==> config.mk <==
export PLATFORM = sky130hd
export DESIGN_NAME = instr_mem_sync
export DESIGN_NICKNAME = d
export VERILOG_FILES = /design/src/rtl/instr_mem_sync.sv
export SDC_FILE = /design/constraint.sdc
export NUM_CORES = 2
export LEC_CHECK = 0
export ABC_AREA = 1
export BUFFER_PORTS_ARGS = -buffer_cell sky130_fd_sc_hd__buf_4
export CORE_MARGIN = 2
export CORE_UTILIZATION = 35
export CTS_CLUSTER_DIAMETER = 60
export CTS_CLUSTER_SIZE = 28
export DETAILED_ROUTE_END_ITERATION = 10
export PLACE_DENSITY_LB_ADDON = 0.2
export SYNTH_ARGS = -nofsm -noshare
export SYNTH_HDL_FRONTEND = slang
export SYNTH_SLANG_ARGS = --single-unit
==> constraint.sdc <==
create_clock -name clk -period 7.3 [get_ports clk]
set_input_delay 0 -clock clk [delete_from_list [all_inputs] [get_ports clk]]
set_output_delay 0 -clock clk [all_outputs]
set_load 0.005 [all_outputs]
==> src/rtl/instr_mem_sync.sv <==
// Synchronous-read instruction memory for the IF/ID boundary: registered read
// port with stall/flush, word-write loader and a post-reset NOP-clear sweep.
module instr_mem_sync #(
    parameter int                    ADDR_WIDTH = 32,
    parameter int                    DATA_WIDTH = 32,
    parameter int                    DEPTH      = 64,
    parameter logic [DATA_WIDTH-1:0] NOP        = 32'h00000013,
    parameter bit                    INIT_CLEAR = 1'b1
) (
    input  logic                  clk,
    input  logic                  reset,
    input  logic                  en,
    input  logic                  stall,
    input  logic                  flush,
    input  logic [ADDR_WIDTH-1:0] A,
    output logic [DATA_WIDTH-1:0] RD,
    output logic                  rd_valid,
    output logic                  misaligned,
    output logic                  out_of_range,
    output logic                  ready,
    input  logic                  we,
    input  logic [ADDR_WIDTH-1:0] waddr,
    input  logic [DATA_WIDTH-1:0] wdata
);

    localparam int IDX_W = $clog2(DEPTH);
    localparam logic [ADDR_WIDTH-3:0] MAX_IDX   = (ADDR_WIDTH-2)'(DEPTH - 1);
    localparam logic [IDX_W-1:0]      LAST_WORD = IDX_W'(DEPTH - 1);

    typedef enum logic {ST_CLEAR, ST_READY} state_e;

    state_e                state_q, state_d;
    logic [IDX_W-1:0]      cnt_q, cnt_d;
    logic [DATA_WIDTH-1:0] rd_q, rd_d;
    logic                  valid_q, valid_d;
    logic                  mis_q, mis_d;
    logic                  oor_q, oor_d;

    logic [DATA_WIDTH-1:0] mem [DEPTH];

    logic                  mem_we;
    logic [IDX_W-1:0]      mem_waddr;
    logic [DATA_WIDTH-1:0] mem_wdata;

    // Full word index is kept so bits above IDX_W+2 still count as out of range.
    logic [ADDR_WIDTH-3:0] ridx, widx;
    logic                  r_mis, r_oor, w_ok;

    assign ridx  = A[ADDR_WIDTH-1:2];
    assign widx  = waddr[ADDR_WIDTH-1:2];
    assign r_mis = (A[1:0] != 2'b00);
    assign r_oor = (ridx > MAX_IDX);
    assign w_ok  = (waddr[1:0] == 2'b00) && (widx <= MAX_IDX);

    always_comb begin
        state_d   = state_q;
        cnt_d     = cnt_q;
        rd_d      = rd_q;
        valid_d   = valid_q;
        mis_d     = mis_q;
        oor_d     = oor_q;
        mem_we    = 1'b0;
        mem_waddr = widx[IDX_W-1:0];
        mem_wdata = wdata;

        unique case (state_q)
            ST_CLEAR: begin
                mem_we    = 1'b1;
                mem_waddr = cnt_q;
                mem_wdata = NOP;
                cnt_d     = cnt_q + 1'b1;
                rd_d      = NOP;
                valid_d   = 1'b0;
                mis_d     = 1'b0;
                oor_d     = 1'b0;
                if (cnt_q == LAST_WORD) state_d = ST_READY;
            end
            ST_READY: begin
                mem_we = we && w_ok;
                if (flush) begin
                    rd_d    = NOP;
                    valid_d = 1'b0;
                    mis_d   = 1'b0;
                    oor_d   = 1'b0;
                end else if (!stall) begin
                    rd_d    = NOP;
                    valid_d = 1'b0;
                    mis_d   = 1'b0;
                    oor_d   = 1'b0;
                    if (en) begin
                        if (r_mis) begin
                            mis_d = 1'b1;
                        end else if (r_oor) begin
                            oor_d = 1'b1;
                        end else begin
                            // Read sees the pre-write word: same-edge writes land after this sample.
                            rd_d    = mem[ridx[IDX_W-1:0]];
                            valid_d = 1'b1;
                        end
                    end
                end
            end
            default: state_d = ST_READY;
        endcase
    end

    always_ff @(posedge clk or posedge reset) begin
        if (reset) begin
            state_q <= INIT_CLEAR ? ST_CLEAR : ST_READY;
            cnt_q   <= '0;
            rd_q    <= NOP;
            valid_q <= 1'b0;
            mis_q   <= 1'b0;
            oor_q   <= 1'b0;
        end else begin
            state_q <= state_d;
            cnt_q   <= cnt_d;
            rd_q    <= rd_d;
            valid_q <= valid_d;
            mis_q   <= mis_d;
            oor_q   <= oor_d;
        end
    end

    // NOTE: the array has no reset so it maps onto RAM; the CLEAR sweep initialises it.
    always_ff @(posedge clk) begin
        if (mem_we) mem[mem_waddr] <= mem_wdata;
    end

    assign RD           = rd_q;
    assign rd_valid     = valid_q;
    assign misaligned   = mis_q;
    assign out_of_range = oor_q;
    assign ready        = (state_q == ST_READY);

endmodule

# [Yosys cells after proc, flatten, opt, wreduce, memory -nomap -nowiden]
# Memory sizes are Yosys's and may differ from the RTL's.
# Index checks and enable logic that the tools add are counted.
# W data, S select, Z words.
[totals] reg_bits=42 ramBits=2048 in_bits=102 out_inout_bits=36 elab_cells=47 n_memories=1
[memory_table] name="mem" words=64 word_bits=32 rd=1 rd_ports_with_merged_regs=0 write_ports=1 line="39" text="logic [DATA_WIDTH-1:0] mem [DEPTH];"
[classes] n_addsub=1 n_lt_le_gt_ge=2 n_eq_ne=2 muxes=30 bitwise_logic=1 n_reduce_logical=4
[ops] op="$mux W32" count=6
[ops] op="$pmux W32 S2" count=1
[ops] op="$gt A30 B6 Y1 const B" count=1
[ops] op="$le A30 B6 Y1 const B" count=1
[ops] op="$mux W1" count=18
[ops] op="$pmux W1 S2" count=4
[ops] op="$add A6 B1 Y6 const B" count=1
[ops] op="$eq A6 B6 Y1 const B" count=1
[ops] op="$mux W6" count=1
[ops] op="$ne A3 B3 Y1 const B" count=1
[ops] op="$logic_and A1 B1 Y1" count=2
[ops] op="$logic_not A2 Y1" count=1
[ops] op="$reduce_bool A2 Y1" count=1
[ops] op="$not A1 Y1" count=1

# [Depth between registers and ports, before layout]
[depth] depth_word=7 ltp_mapped=14 depth_no_buf=11

# [Least setup slack after synthesis]
# OpenSTA, ideal clock, no wires.
[synth_path] path_type="register to register" startpoint="register state_q (netlist: ready)" endpoint="memory mem[13][0] (enable)" setup_time_ns=0.421 arrival_time_ns=2.689 required_ns=6.879 slack_ns=4.190 stages_incl_launch_ff=9 path_buffers=1 synth_period_minus_slack_ns=3.110 cell_sequence="dfrtp_1 > inv_1 > buf_2 > nor2_1 > nor2_1 > inv_1 > nor2_1 > nand2_1 > nor2_1"
[synth_via] elab_chain_len=4 elab_cells_between_ends=5 cone_classes="mux (4); bitwise (1)"
[synth_rtl] element="from (decl)" line="32" text="state_e state_q, state_d;"
[synth_rtl] element="from (signal assigned)" line="109" text="state_q <= INIT_CLEAR ? ST_CLEAR : ST_READY;"
[synth_rtl] element="from (signal assigned)" line="116" text="state_q <= state_d;"
[synth_rtl] element="$not A1 Y1"
[synth_rtl] element="$pmux W1 S2" line="66" text="unique case (state_q)"
[synth_rtl] element="$mux W1" line="127" text="if (mem_we) mem[mem_waddr] <= mem_wdata;"
[synth_rtl] element="$mux W1 (not written as such)" line="127"
[synth_rtl] element="to (decl)" line="39"
# Parallel ways exist; a longest one is shown, timed or not.

# [Worst setup path in the final report]
[layout_path] startpoint="register state_q (netlist: ready)" endpoint="memory mem[19][18] (enable)"
# The elaborated chain is that of the path after synthesis.

==> summary.md <==
| Metric | Value |
|---|---|
| Post-cts resize count | 0 |
| Post-synthesis mux area share | 0% |
| Worst-path clk slew | 0.09 ns |
| Placed Cells incl. Taps | 10043 |
| Number of vias per cell | 5.18 |
| Non-Filler Instances | 10345 |
| Critical path startpoint category | flop |
| #FFs+latches synth | 2090 |
| Later-pin clock latency in the skew report | 0.81 ns |
| Fmax | 0.247 GHz |
| Post-layout min period | 4.04 ns |
| Die Wd | 496 um |
| Utilization after layout | 39.2% |
| Post-synth net total | 7155 |
| Setup Skew | 0.0361 ns |
| CTS Root Cell | clkbuf_16 |
| # rows | 180 |
| Adder-Cell Fraction of Synth Area | 0.0148% |
| CP arrival | 4.44 ns |
| Max stage delay on crit path | 1.27 ns |
| Seq/Total Area, Yosys | 73.9% |
| Status | complete, no violations |
| Worst Hold Class | primary input to flop |
| Slew HR | 10.4% |
| R2R depth | 7 |
| Pleak | 31.7 nW |
| Yosys warning count | 0 |
| Nature of the critical path endpoint | flop |
| Routed metal-1 wirelength | 111000 um |
| CP Cell Sequence | buf_4, nor2_1, nor2_1, inv_1, nor2_1, nand2_1, nor2_4 |
| Gr usage total | 19.8% |
| Cell count after synthesis | 7052 |
| Via count | 53571 |
| Vias in the first global route | 51483 |
| Worst path buffer plus inverter count | 2 |
| PwrDens | 243 nW/um^2 |
| Placed Area | 89000 um^2 |
| Starting density of the core | 35.2% |
| Compound-Gate Fraction of Synth Area | 1.66% |
| Hold Fails Final Rpt | 0 |
| Initial DRC count | 5546 |
| Slew @ Worst Pin | 1.34 ns |
| Post-CTS Setup Inserts | 0 |
| Setup_tns | 0 ns |
| R2r endpoint | mem[19][18] |
| Initial antenna violation count | 13 |
| Post-route design area | 94200 um^2 |
| Met2 routed WL | 116000 um |
| Num ports | 138 |
| Synth cell types | 31 |
| Post-route DRC | 0 |
| Worst vdd ir | 216 uV |
| Max Used Layer | met4 |
| Global-route wire length before repair | 360000 um |
| H-tree Lvls | 4 |
| Largest net degree at the start of global routing | 218 |
| Gp weighted congestion | 0.844 |
| Async set-reset flop share out of synthesis | 2.01% |
| Tcrit/Tclk final | 55.4% |
| Commonest non-fill, non-tap cell in the layout | edfxtp_1 |
| Core Box Area | 241000 um^2 |
| Flop2flop setup slack | 3.26 ns |
| Die Ht | 496 um |
| Largest family of logic cells by synthesized area | simple AND/OR/NAND/NOR gates |
| Area Growth Syn to Fin | 11.3% |
| Die ar. | 246000 um^2 |
| Hold depth | 4 |
| Commonest cells after routing, fill and taps aside | edfxtp_1, nand2_1, nand3_1, buf_4, inv_1 |
| Most used DFF post-synth | edfxtp_1 |
| Post-Syn Area per Cell | 12.0 um^2 |
| Simple-gate portion of the synthesized area | 20.5% |
| Top cell by count, worst path | nor2_1 |
| Drt wl/cell | 23.8 um |
| Hold Path End | mem[37][19] |
| Clock tree from TritonCTS | done |
| Xor/xnor share of the synthesized area | 0.0517% |
| Top Family by Delay on Critical Path | simple AND/OR/NAND/NOR gates |
| Max Slew Vio Count | 0 |
| Number of max-cap violations | 0 |
| Routed wl met3 | 13900 um |
| Clk sink count | 2090 |
| Syn Std Cell Area | 84700 um^2 |
| Longest Clk Path Bufs | 3 |
| Critical-path maximum fanout | 40 |
| Multi-input gate area | 19300 um^2 |
| RSZ-0062 raised after global routing | no |
| Grt ovf | 0 |
| CTS buffer count | 142 |
| # setup viols final | 0 |
| RR Startpoint | ready |
| Fillers | 22884 |
| Share of layout cells above drive strength 1 | 8.58% |
| Storage cell area | 62600 um^2 |
| Setup Crit Path Kind | flop to flop |
| TritonRoute pass-1 iters | 6 |
| Number of port buffers | 137 |
| Post-synth EDFFs | 2048 |
| WP data required | 7.70 ns |
| Worst Hold Launch | wdata[19] |
| Nets | 7131 |
| Routed wire length | 246000 um |
| Dpl hpwl | 133000 um |
| Slowest CP cell | nor2_4 |
| ANT nets after route | 0 |
through the flow:
step	setup slack [ns]	power, mW	hold slack [ns]
detailed placement	3.39	14.4	0.280
global placement	3.38	14.4	0.268
global route	3.07	23.6	0.0230
floorplan	4.19	14.0	0.170
CTS	3.36	23.1	0.00137
finish	3.26	22.9	0.0209
how the worst max path moves through the flow:
stage,startpoint,end,slack (ns),depth (start not counted)
final,ready,mem[19][18],3.26,7
after global routing,ready,mem[19][18],3.07,7
after CTS,ready,mem[19][18],3.36,7
after detailed placement,ready,mem[19][26],3.39,7
after global placement,ready,mem[19][31],3.38,7
after floorplan,ready,mem[13][0],4.19,8
state kept, by name, summed over array words and instances, names as in the netlist:
signal        count
out_of_range      1
cnt_q             6
ready             1
misaligned        1
mem            2048
RD               32
rd_valid          1
what timing repair did:
item                       CTS  global route
hold endpoints to repair   304             0
hold buffers                26             0
setup endpoints to repair    0             0
Yosys cell counts, types with 2 or more instances:
cell type / instances / area share (%)
dfstp_2: 3 / 0.093
o211ai_2: 2 / 0.030
nand3_1: 1786 / 11
xor2_1: 4 / 0.041
nor4_1: 12 / 0.089
nor2_1: 199 / 0.88
nand2_1: 1970 / 8.7
a21oi_1: 44 / 0.26
dfrtp_1: 39 / 1.2
buf_1: 41 / 0.18
edfxtp_1: 2048 / 73
buf_6: 23 / 0.31
buf_4: 67 / 0.59
inv_1: 233 / 1.0
o211ai_1: 22 / 0.20
or2_2: 26 / 0.19
nand4_1: 4 / 0.030
clkbuf_1: 122 / 0.54
buf_2: 203 / 1.2
o21ai_0: 193 / 1.1
worst register-to-register path, cell delays in order, from the launching register on:
cell,delay [ns]
dfrtp_1,0.35
buf_4,0.37
nor2_1,0.11
nor2_1,0.48
inv_1,0.22
nor2_1,0.20
nand2_1,0.59
nor2_4,1.28
where the power goes:
| group | internal [mW] | total (mW) | switching (mW) |
|---|---|---|---|
| registers | 12.9 | 12.9 | 0 |
| clock network | 4.31 | 8.78 | 4.47 |
| logic | 0.333 | 1.20 | 0.870 |
| total | 17.6 | 22.9 | 5.34 |
layer usage:
metal | global-route usage [%] | up-vias
met5 | 0 | -
met4 | 5.05 | 0
met3 | 2.54 | 266
met2 | 31.7 | 1596
li1 | - | 24854
met1 | 28.5 | 26855
cells by family after synthesis:
group                      after synthesis
and+or+nand+nor                       4002
DFF                                   2090
buffers and inverters                  690
AOI/OAI and AO/OA                      264
xor gates and xnor gates                 5
adders and majority gates                1
cell type report:
cell class                      instances  share of cell area (%)
Antenna cell                           13                  0.0345
Tap cell                             3185                    4.23
Clock inverter                         96                    1.18
Timing Repair Buffer                  288                    2.60
Inverter                              234                   0.963
Clock buffer                          167                    4.09
Multi-Input combinational cell       4272                    20.5
Sequential cell                      2090                    66.4
Power figures use the tool's default switching activity.
